`src/rtl/round_sequencer_pkg.sv`:
```
// rtl/round_sequencer_pkg.sv - shared prompt codes, state encoding and LFSR step for round_sequencer
package round_sequencer_pkg;

  localparam logic [2:0] PR_NONE   = 3'd0;
  localparam logic [2:0] PR_TOGGLE = 3'd1;
  localparam logic [2:0] PR_PUSH   = 3'd2;
  localparam logic [2:0] PR_MIC    = 3'd3;
  localparam logic [2:0] PR_MOUSE  = 3'd4;
  localparam logic [2:0] PR_WIN    = 3'd5;
  localparam logic [2:0] PR_LOSE   = 3'd6;

  typedef enum logic [2:0] {
    IDLE, GEN, SHOW_ON, SHOW_OFF, LISTEN, WIN, LOSE, OVER
  } state_t;

  // x^8+x^6+x^5+x^4+1 -> taps on bits 7,5,4,3
  localparam logic [7:0] LFSR_TAPS = 8'b1011_1000;

  function automatic logic [7:0] lfsr_step(input logic [7:0] v);
    return {v[6:0], ^(v & LFSR_TAPS)};
  endfunction

endpackage

```
`src/rtl/round_sequencer_tick_gen.sv`:
```
// rtl/round_sequencer_tick_gen.sv - free-running divider producing a one-cycle tick every TICK_DIV clocks
module tick_gen #(
  parameter int TICK_DIV = 25000000
) (
  input  logic clock,
  input  logic reset,
  output logic tick
);

  localparam int CW = (TICK_DIV > 1) ? $clog2(TICK_DIV) : 1;

  logic [CW-1:0] cnt;

  assign tick = (cnt == CW'(TICK_DIV - 1));

  always_ff @(posedge clock or negedge reset) begin
    if (!reset)     cnt <= '0;
    else if (tick)  cnt <= '0;
    else            cnt <= cnt + CW'(1);
  end

endmodule

```
`src/rtl/round_sequencer.sv`:
```
// rtl/round_sequencer.sv - game-round controller: generate, play back and check move patterns
module round_sequencer
  import round_sequencer_pkg::*;
#(
  parameter int         MAX_LEN       = 8,
  parameter int         START_LEN     = 2,
  parameter int         LIVES         = 3,
  parameter int         TICK_DIV      = 25000000,
  parameter int         SHOW_TICKS    = 2,
  parameter int         TIMEOUT_TICKS = 8,
  parameter int         FB_TICKS      = 2,
  parameter logic [7:0] SEED          = 8'hA5
) (
  input  logic       clock,
  input  logic       reset,
  input  logic       start,
  input  logic       toggle_evt,
  input  logic       push_evt,
  input  logic       mic_evt,
  input  logic       mouse_evt,
  output logic [2:0] prompt,
  output logic [7:0] score,
  output logic [1:0] lives,
  output logic [3:0] round_len,
  output logic       listening,
  output logic       game_over
);

  logic tick;

  tick_gen #(.TICK_DIV(TICK_DIV)) u_tick_gen (
    .clock (clock),
    .reset (reset),
    .tick  (tick)
  );

  state_t     state, state_n;
  logic [7:0] lfsr, lfsr_n;
  logic [1:0] pattern [MAX_LEN];
  logic [3:0] idx, idx_n;
  logic [7:0] tcnt, tcnt_n;
  logic [7:0] score_n;
  logic [1:0] lives_n;
  logic [3:0] len_n;
  logic       wr_en;
  logic [3:0] events;
  logic [2:0] evt_code;
  logic [1:0] cur_move;
  logic       last_idx;
  logic       evt_ok;
  logic [8:0] score_sum;

  assign events    = {mouse_evt, mic_evt, push_evt, toggle_evt};
  assign last_idx  = (idx == round_len - 4'd1);
  assign score_sum = {1'b0, score} + {5'd0, round_len};
  assign evt_ok    = $onehot(events) && (evt_code == ({1'b0, cur_move} + 3'd1));

  always_comb begin
    cur_move = 2'd0;
    for (int i = 0; i < MAX_LEN; i++)
      if (idx == 4'(i)) cur_move = pattern[i];
  end

  always_comb begin
    evt_code = PR_NONE;
    if (toggle_evt)      evt_code = PR_TOGGLE;
    else if (push_evt)   evt_code = PR_PUSH;
    else if (mic_evt)    evt_code = PR_MIC;
    else if (mouse_evt)  evt_code = PR_MOUSE;
  end

  always_comb begin
    state_n   = state;
    idx_n     = idx;
    tcnt_n    = tcnt;
    score_n   = score;
    lives_n   = lives;
    len_n     = round_len;
    lfsr_n    = lfsr;
    wr_en     = 1'b0;
    prompt    = PR_NONE;
    listening = 1'b0;
    game_over = 1'b0;
    unique case (state)
      IDLE, OVER: begin
        game_over = (state == OVER);
        if (start) begin
          score_n = 8'd0;
          lives_n = 2'(LIVES);
          len_n   = 4'(START_LEN);
          idx_n   = 4'd0;
          tcnt_n  = 8'd0;
          state_n = GEN;
        end
      end
      GEN: begin
        lfsr_n = lfsr_step(lfsr);
        wr_en  = 1'b1;
        if (last_idx) begin
          idx_n   = 4'd0;
          tcnt_n  = 8'd0;
          state_n = SHOW_ON;
        end else begin
          idx_n = idx + 4'd1;
        end
      end
      SHOW_ON: begin
        prompt = {1'b0, cur_move} + 3'd1;
        if (tick) begin
          if (tcnt == 8'(SHOW_TICKS - 1)) begin
            tcnt_n  = 8'd0;
            state_n = SHOW_OFF;
          end else begin
            tcnt_n = tcnt + 8'd1;
          end
        end
      end
      SHOW_OFF: begin
        if (tick) begin
          tcnt_n = 8'd0;
          if (last_idx) begin
            idx_n   = 4'd0;
            state_n = LISTEN;
          end else begin
            idx_n   = idx + 4'd1;
            state_n = SHOW_ON;
          end
        end
      end
      LISTEN: begin
        listening = 1'b1;
        // any event outranks a coincident tick, so a late answer is never timed out
        if (events != 4'd0) begin
          tcnt_n = 8'd0;
          if (!evt_ok) begin
            lives_n = lives - 2'd1;
            state_n = LOSE;
          end else if (last_idx) begin
            score_n = score_sum[8] ? 8'hFF : score_sum[7:0];
            len_n   = (round_len >= 4'(MAX_LEN)) ? 4'(MAX_LEN) : round_len + 4'd1;
            idx_n   = 4'd0;
            state_n = WIN;
          end else begin
            idx_n = idx + 4'd1;
          end
        end else if (tick) begin
          if (tcnt == 8'(TIMEOUT_TICKS - 1)) begin
            tcnt_n  = 8'd0;
            lives_n = lives - 2'd1;
            state_n = LOSE;
          end else begin
            tcnt_n = tcnt + 8'd1;
          end
        end
      end
      WIN, LOSE: begin
        prompt = (state == WIN) ? PR_WIN : PR_LOSE;
        if (tick) begin
          if (tcnt == 8'(FB_TICKS - 1)) begin
            tcnt_n  = 8'd0;
            idx_n   = 4'd0;
            state_n = (state == LOSE && lives == 2'd0) ? OVER : GEN;
          end else begin
            tcnt_n = tcnt + 8'd1;
          end
        end
      end
      default: state_n = IDLE;
    endcase
  end

  always_ff @(posedge clock or negedge reset) begin
    if (!reset) begin
      state     <= IDLE;
      lfsr      <= SEED;
      idx       <= 4'd0;
      tcnt      <= 8'd0;
      score     <= 8'd0;
      lives     <= 2'd0;
      round_len <= 4'd0;
      for (int i = 0; i < MAX_LEN; i++) pattern[i] <= 2'd0;
    end else begin
      state     <= state_n;
      lfsr      <= lfsr_n;
      idx       <= idx_n;
      tcnt      <= tcnt_n;
      score     <= score_n;
      lives     <= lives_n;
      round_len <= len_n;
      if (wr_en)
        for (int i = 0; i < MAX_LEN; i++)
          if (idx == 4'(i)) pattern[i] <= lfsr_n[1:0];
    end
  end

endmodule

```
`config.mk`:
```
export PLATFORM = sky130hd
export DESIGN_NAME = round_sequencer
export DESIGN_NICKNAME = d
export VERILOG_FILES = /design/src/rtl/round_sequencer_pkg.sv /design/src/rtl/round_sequencer_tick_gen.sv /design/src/rtl/round_sequencer.sv
export SDC_FILE = /design/constraint.sdc
export NUM_CORES = 1
export LEC_CHECK = 0
export ABC_CLOCK_PERIOD_IN_PS = 8000
export CAP_MARGIN = 15
export CORE_MARGIN = 2
export CORE_UTILIZATION = 40
export DETAILED_ROUTE_END_ITERATION = 6
export PLACE_DENSITY = 0.61
export SLEW_MARGIN = 30
export SYNTH_ARGS = -nofsm -noshare
export SYNTH_HDL_FRONTEND = slang
export SYNTH_SLANG_ARGS = --single-unit
```
`constraint.sdc`:
```
create_clock -name clock -period 8 [get_ports clock]
set_input_delay 1.6 -clock clock [delete_from_list [all_inputs] [get_ports clock]]
set_output_delay 1.6 -clock clock [all_outputs]
set_load 0.01 [all_outputs]
```
==> Yosys cells after proc, flatten, opt, wreduce, memory -nomap -nowiden <==
Cells that the tools add are included.
{ "op_classes": {"addsub": 11, "magnitude_cmp": 1, "n_eq_ne": 35, "muxes": 68, "reduce_logical": 25} }
{ "ops": {"columns": ["operator", "count"], "rows": [
  ["8-bit two-way mux", 12],
  ["3-bit two-way mux", 18],
  ["4-bit two-way mux", 12],
  ["8-bit one-hot mux with 5 select lines", 1],
  ["2-bit two-way mux", 15],
  ["25-bit by 1-bit adder with 25-bit output, second input constant", 1],
  ["25-bit == test, second input constant", 1],
  ["25-bit two-way mux", 1],
  ["2-bit inequality test, second input constant", 10],
  ["4-bit one-hot mux with 5 select lines", 1],
  ["3-bit one-hot mux with 6 select lines", 1],
  ["4-bit by 3-bit == test with 1-bit output, second input constant", 4],
  ["8-bit one-hot mux with 2 select lines", 1],
  ["2-bit AND reduction", 8],
  ["5-bit AND reduction", 3],
  ["3-bit == test, second input constant", 4],
  ["10-bit AND reduction", 1],
  ["8-bit by 4-bit adder with 9-bit output", 1],
  ["3-bit inequality test, second input constant", 3],
  ["4-bit by 1-bit adder with 4-bit output, second input constant", 2],
  ["8-bit by 1-bit adder with 8-bit output, second input constant", 1],
  ["4-bit by 2-bit == test with 1-bit output, second input constant", 2],
  ["8-bit by 1-bit == test with 1-bit output, second input constant", 1],
  ["8-bit by 3-bit == test with 1-bit output, second input constant", 1],
  ["other kinds (28)", 35]
]} }
{ "word_totals": {"ff_bits": 78, "inputBits": 7, "out_inout_bits": 19, "wordCells": 157} }

==> Logic depth before layout (Yosys ltp) <==
{ "depth": {"depth_word": 15, "ltp_mapped": 20, "ltp_nobuf": 17} }

==> Hierarchy <==
From an unflattened synthesis, not the netlist that was laid out.
{ "hier_totals": {"hier_cells": 516, "area_unflattened_um2": 4664.5} }
{ "modules_own_cells": {"columns": ["mod", "n_inst", "cells_each", "area_per_inst_um2", "seq_area_each_um2"], "rows": [
  ["round_sequencer", 1, 390, 3404.5, 1331.3],
  ["tick_gen", 1, 126, 1260.0, 625.6]
]} }

==> Worst setup path after synthesis <==
No wires, ideal clock.
{ "synth_timing": {"path_kind": "input -> register", "from": "input port toggle_evt", "to": "register idx[0]", "setup_ns": 0.125, "t_arrival_ns": 4.091, "slack_ns": 3.784, "cell_stages": 11, "n_path_buf": 0, "path_cell_list": "inv_1 fa_1 inv_1 ha_1 ha_1 nor4b_1 o211ai_1 or3_4 nand2_2 o21a_2 mux2_2"} }
{ "synth_via": {"elab_chain_cells": 6, "word_cells_on_any_way": 10, "cone_classes": "add/sub (2); eq/ne (4); mux (1); reduce/logical (3)"} }
{ "synth_rtl": {"columns": ["item", "line", "source"], "rows": [
  ["from (decl)", "round_sequencer.sv:17", "input logic toggle_evt,"],
  ["1-bit by 1-bit adder with 2-bit output (not written as such)", "round_sequencer.sv:56", "assign evt_ok = $onehot(events) && (evt_code == ({1'b0, cur_move} + 3'd1));"],
  ["2-bit by 2-bit adder with 3-bit output (not written as such)", "round_sequencer.sv:56", null],
  ["3-bit by 1-bit == test with 1-bit output", "round_sequencer.sv:56", null],
  ["1-bit logical AND", "round_sequencer.sv:56", null],
  ["2-bit inequality test (no source line)", null, null],
  ["7-bit AND reduction (no source line) *", null, null],
  ["to (signal assigned)", "round_sequencer.sv:185", "idx <= idx_n;"],
  ["to (decl)", "round_sequencer.sv:40", "logic [3:0] idx, idx_n;"]
]} }
Mark *: on every way between the ends. The rest lies on a longest branch, timed or not.
A chain may end at the register's enable or synchronous reset.

==> Final worst setup path <==
{ "layout_timing": {"from": "input port push_evt", "to": "register score[4]"} }
{ "layout_via": {"elab_chain_cells": 6, "word_cells_on_any_way": 11, "cone_classes": "add/sub (2); eq/ne (4); mux (2); reduce/logical (3)"} }
{ "layout_rtl": {"columns": ["item", "line", "source"], "rows": [
  ["from (decl)", "round_sequencer.sv:18", "input logic push_evt,"],
  ["1-bit by 1-bit adder with 2-bit output (not written as such) or 3-bit two-way mux (tied branches)", "round_sequencer.sv:56, round_sequencer.sv:67", null],
  ["2-bit by 2-bit adder with 3-bit output (not written as such) or 3-bit two-way mux (tied branches)", "round_sequencer.sv:56, round_sequencer.sv:66", null],
  ["3-bit by 1-bit == test with 1-bit output or 3-bit == test (tied branches)", "round_sequencer.sv:56", null],
  ["1-bit logical AND", "round_sequencer.sv:56", null],
  ["2-bit inequality test (no source line)", null, null],
  ["5-bit AND reduction (no source line) *", null, null],
  ["to (signal assigned)", "round_sequencer.sv:187", "score <= score_n;"],
  ["to (decl)", "round_sequencer.sv:22", "output logic [7:0] score,"]
]} }
Marks and branches as above.

==> results.toml <==
[min_path]
hold_path_class = "register to register"

[grt]
grt_pass1_wl_microns = 16100
grt_pass1_vias = 3278
grt_max_degree = 79
grt_use_total_pct = 15.9
antenna_found_initial = 0
overflow = 0

[critical_path]
worst-endpoint-arrival_ns = 5.24
r2r_slack_ns = 3.60
critPathMaxStageDelay_ns = 0.68
worst_setup_path_start_kind = "primary input"
cp_max_fo = 20
crit_buf_inv = 3
crit_required_ns = 8.21
end_kind = "register"
critical-path-top-delay-family = "simple AND/OR/NAND/NOR gates"
cpMaxStageDelayCell = "a21oi_2"
cp_cell_sequence = "clkdlybuf4s50_1 > inv_1 > fa_1 > inv_1 > ha_1 > ha_1 > nor4b_1 > o211ai_1 > or3_4 > a21oi_2 > and4_1 > nor3_2"
worstSetupPathType = "primary input to register"

[clock_tree]
htree_levels = 3
tritoncts = "built"
post_cts.repair.setup_buffers = 0
post_cts_resized = 0
insertion_delay_ns = 0.34
cts_inserted_buffers = 9
cts_buffer_depth = 2
cts-root-buf = "clkbuf_16"
clk_pin_slew_worst_paths_ns = 0.06
clock-sinks = 78
hold_buffers = 0

[timing]
slew_violations = 0
fin_setup_tns_ns = 0
fmax_mhz = 199
finalSetupViolCount = 0
rsz0062_at_grt = "no"
layout_setup_ws_ns = 2.97
worst_pin_slew_ns = 0.879
fin_crit_sh_pct = 62.9
slew_headroom_pct = 41.4
hold_violations = 0
clock-skew-final_ns = 0.00843
hold_ws_ns = 0.478
post-route-min-period_ns = 5.03

[routing]
vias_per_cell = 5.34
drc = 0
firstDrtPassIters = 4
routedWlPerCell_microns = 14.3
vias = 3438
drt_iter0_drc = 219
drtAntennaViolNets = 0
finalWirelength_microns = 9240

[synth]
synthArstFlopShare_pct = 100
synth_cells = 475
synth_area_per_cell_sq_um = 9.71
synth_top_area_share_pct = 40.1
synth_warnings = 0
ys_top_cells_by_area = "dfrtp_1 (40%), mux2_2 (6.1%), ha_1 (4.9%)"
synth_area_sq_um = 4610
yosysTopAreaCell = "dfrtp_1"
synth-main-ff-cell = "dfrtp_1"
yosysUniqueCellTypes = 73
synth_edf_count = 0
yosysMostFrequentCell = "dfrtp_1"
synth_seq_cells = 78
synthesis.nets = 502
seq_area_frac_synth_pct = 42.4
synthTopCellsByCount = "dfrtp_1 (74), nor2_1 (45), nand2_1 (40)"

[placed_design]
numPortBuffers = 25
dpl.hpwl_microns = 6460
post-place-ws_ns = 2.63
place.gp.congestion = 0.825
placed_cell_area_sq_um = 4970

[job]
drv_cap = 0

[status]
outcome = "finished, final reports clean"

[finish]
multi_input_area_sq_um = 2470
nFillCells = 1082
design_area_sq_um = 5230
fin_nets = 523
regArea_sq_um = 1960
syn2layout_area_growth_pct = 13.3
diodes = 0
drive_gt1_share_pct = 12.4

[floorplanning]
start_util_pct = 40.8
coreArea_sq_um = 11300
die_w_microns = 111
row_count = 39
die_height_microns = 111
die_area_sq_um = 12400
io_pins = 26

[power_and_ir_drop]
leakage_uw = 0.00236
ir_drop_v = 0.000110
power_density_nw_per_um2 = 222
worst paths after layout:
path	start	to	depth (start not counted)
worst max-delay path	push_evt	score[4]	12
worst min-delay path	u_tick_gen.cnt[0]	u_tick_gen.cnt[0]	1
worst max register to register	idx[1]	score[4]	17
worst min register to register	u_tick_gen.cnt[0]	u_tick_gen.cnt[0]	1
max in group asynchronous	reset	lives[0]	1
min in group asynchronous	reset	u_tick_gen.cnt[18]	1
cell type report:
type	count	area share [%]
flip-flops and latches	78	37.4
well taps	143	3.42
multi-input cells	355	47.3
clock buffers	14	4.86
clock inverters	2	0.191
inverters	26	1.87
repair buffers	26	4.95
metrics by stage:
stage | instances | total power, uW | utilization [%]
finish | 644 | 1160 | 46.2
global route | 644 | 1240 | 46.2
CTS | 644 | 1170 | 46.2
detailed placement | 628 | 797 | 43.9
global placement | 628 | 789 | 43.8
floorplan | 475 | 706 | -
cells by family (layout without fill, tap and decap cells):
family                     count (synthesis)  count (layout)  synth area share, %
muxes                                     26              26                 6.32
adders and majority gates                 20              20                 5.75
buffers and inverters                     42              68                 3.99
and+or+nand+nor                          178             178                 20.7
xor gates and xnor gates                  33              33                 6.26
DFF                                       78              78                 42.4
AOI/OAI and AO/OA                         98              98                 14.6
flip-flops by register name, indices dropped and copies added (netlist names):
register / count
pattern: 16
lfsr: 8
u_tick_gen.cnt: 25
state: 3
idx: 4
lives: 2
score: 8
tcnt: 8
round_len: 4
cells in the final DEF (no fill, tap or decap), types with 3 or more instances in the layout:
master / synthesis / final
clkbuf_1: 6 / 4
nand3_1: 16 / 16
inv_1: 24 / 24
ha_1: 18 / 18
o21ai_0: 25 / 25
nor3_2: 3 / 3
nor2_1: 45 / 45
and3_1: 9 / 9
nor2b_1: 8 / 8
mux2_2: 25 / 25
dfrtp_1: 74 / 74
xnor2_1: 18 / 18
a21oi_1: 18 / 18
and4_1: 3 / 3
a31oi_1: 3 / 3
o21bai_1: 4 / 4
dfstp_2: 4 / 4
nand4_1: 6 / 6
clkdlybuf4s50_1: 0 / 24
a21o_1: 5 / 5
and2_1: 5 / 5
nand2b_1: 10 / 10
clkbuf_16: 0 / 9
nor3_1: 6 / 6
nor3b_1: 3 / 3
a211oi_1: 3 / 3
xor2_1: 15 / 15
o21ai_1: 3 / 3
o22ai_1: 4 / 4
or3_1: 3 / 3
or2_1: 3 / 3
o31ai_1: 6 / 6
nand2_1: 40 / 40
power by group:
group	leakage [uW]	switching, uW	internal, uW
Combinational	0.00119	204	140
Sequential	0.00104	33.6	411
Clock	0.000131	152	218
Total	0.00236	389	769
layer usage:
metal	vias to the layer above	track usage (%)	wire [microns]
li1	1716	-	-
met1	1672	23.5	4900
met2	40	23.1	3940
met3	10	2.67	223
met4	0	6.91	177
met5	-	0	0
(Power assumes the default switching activity.)
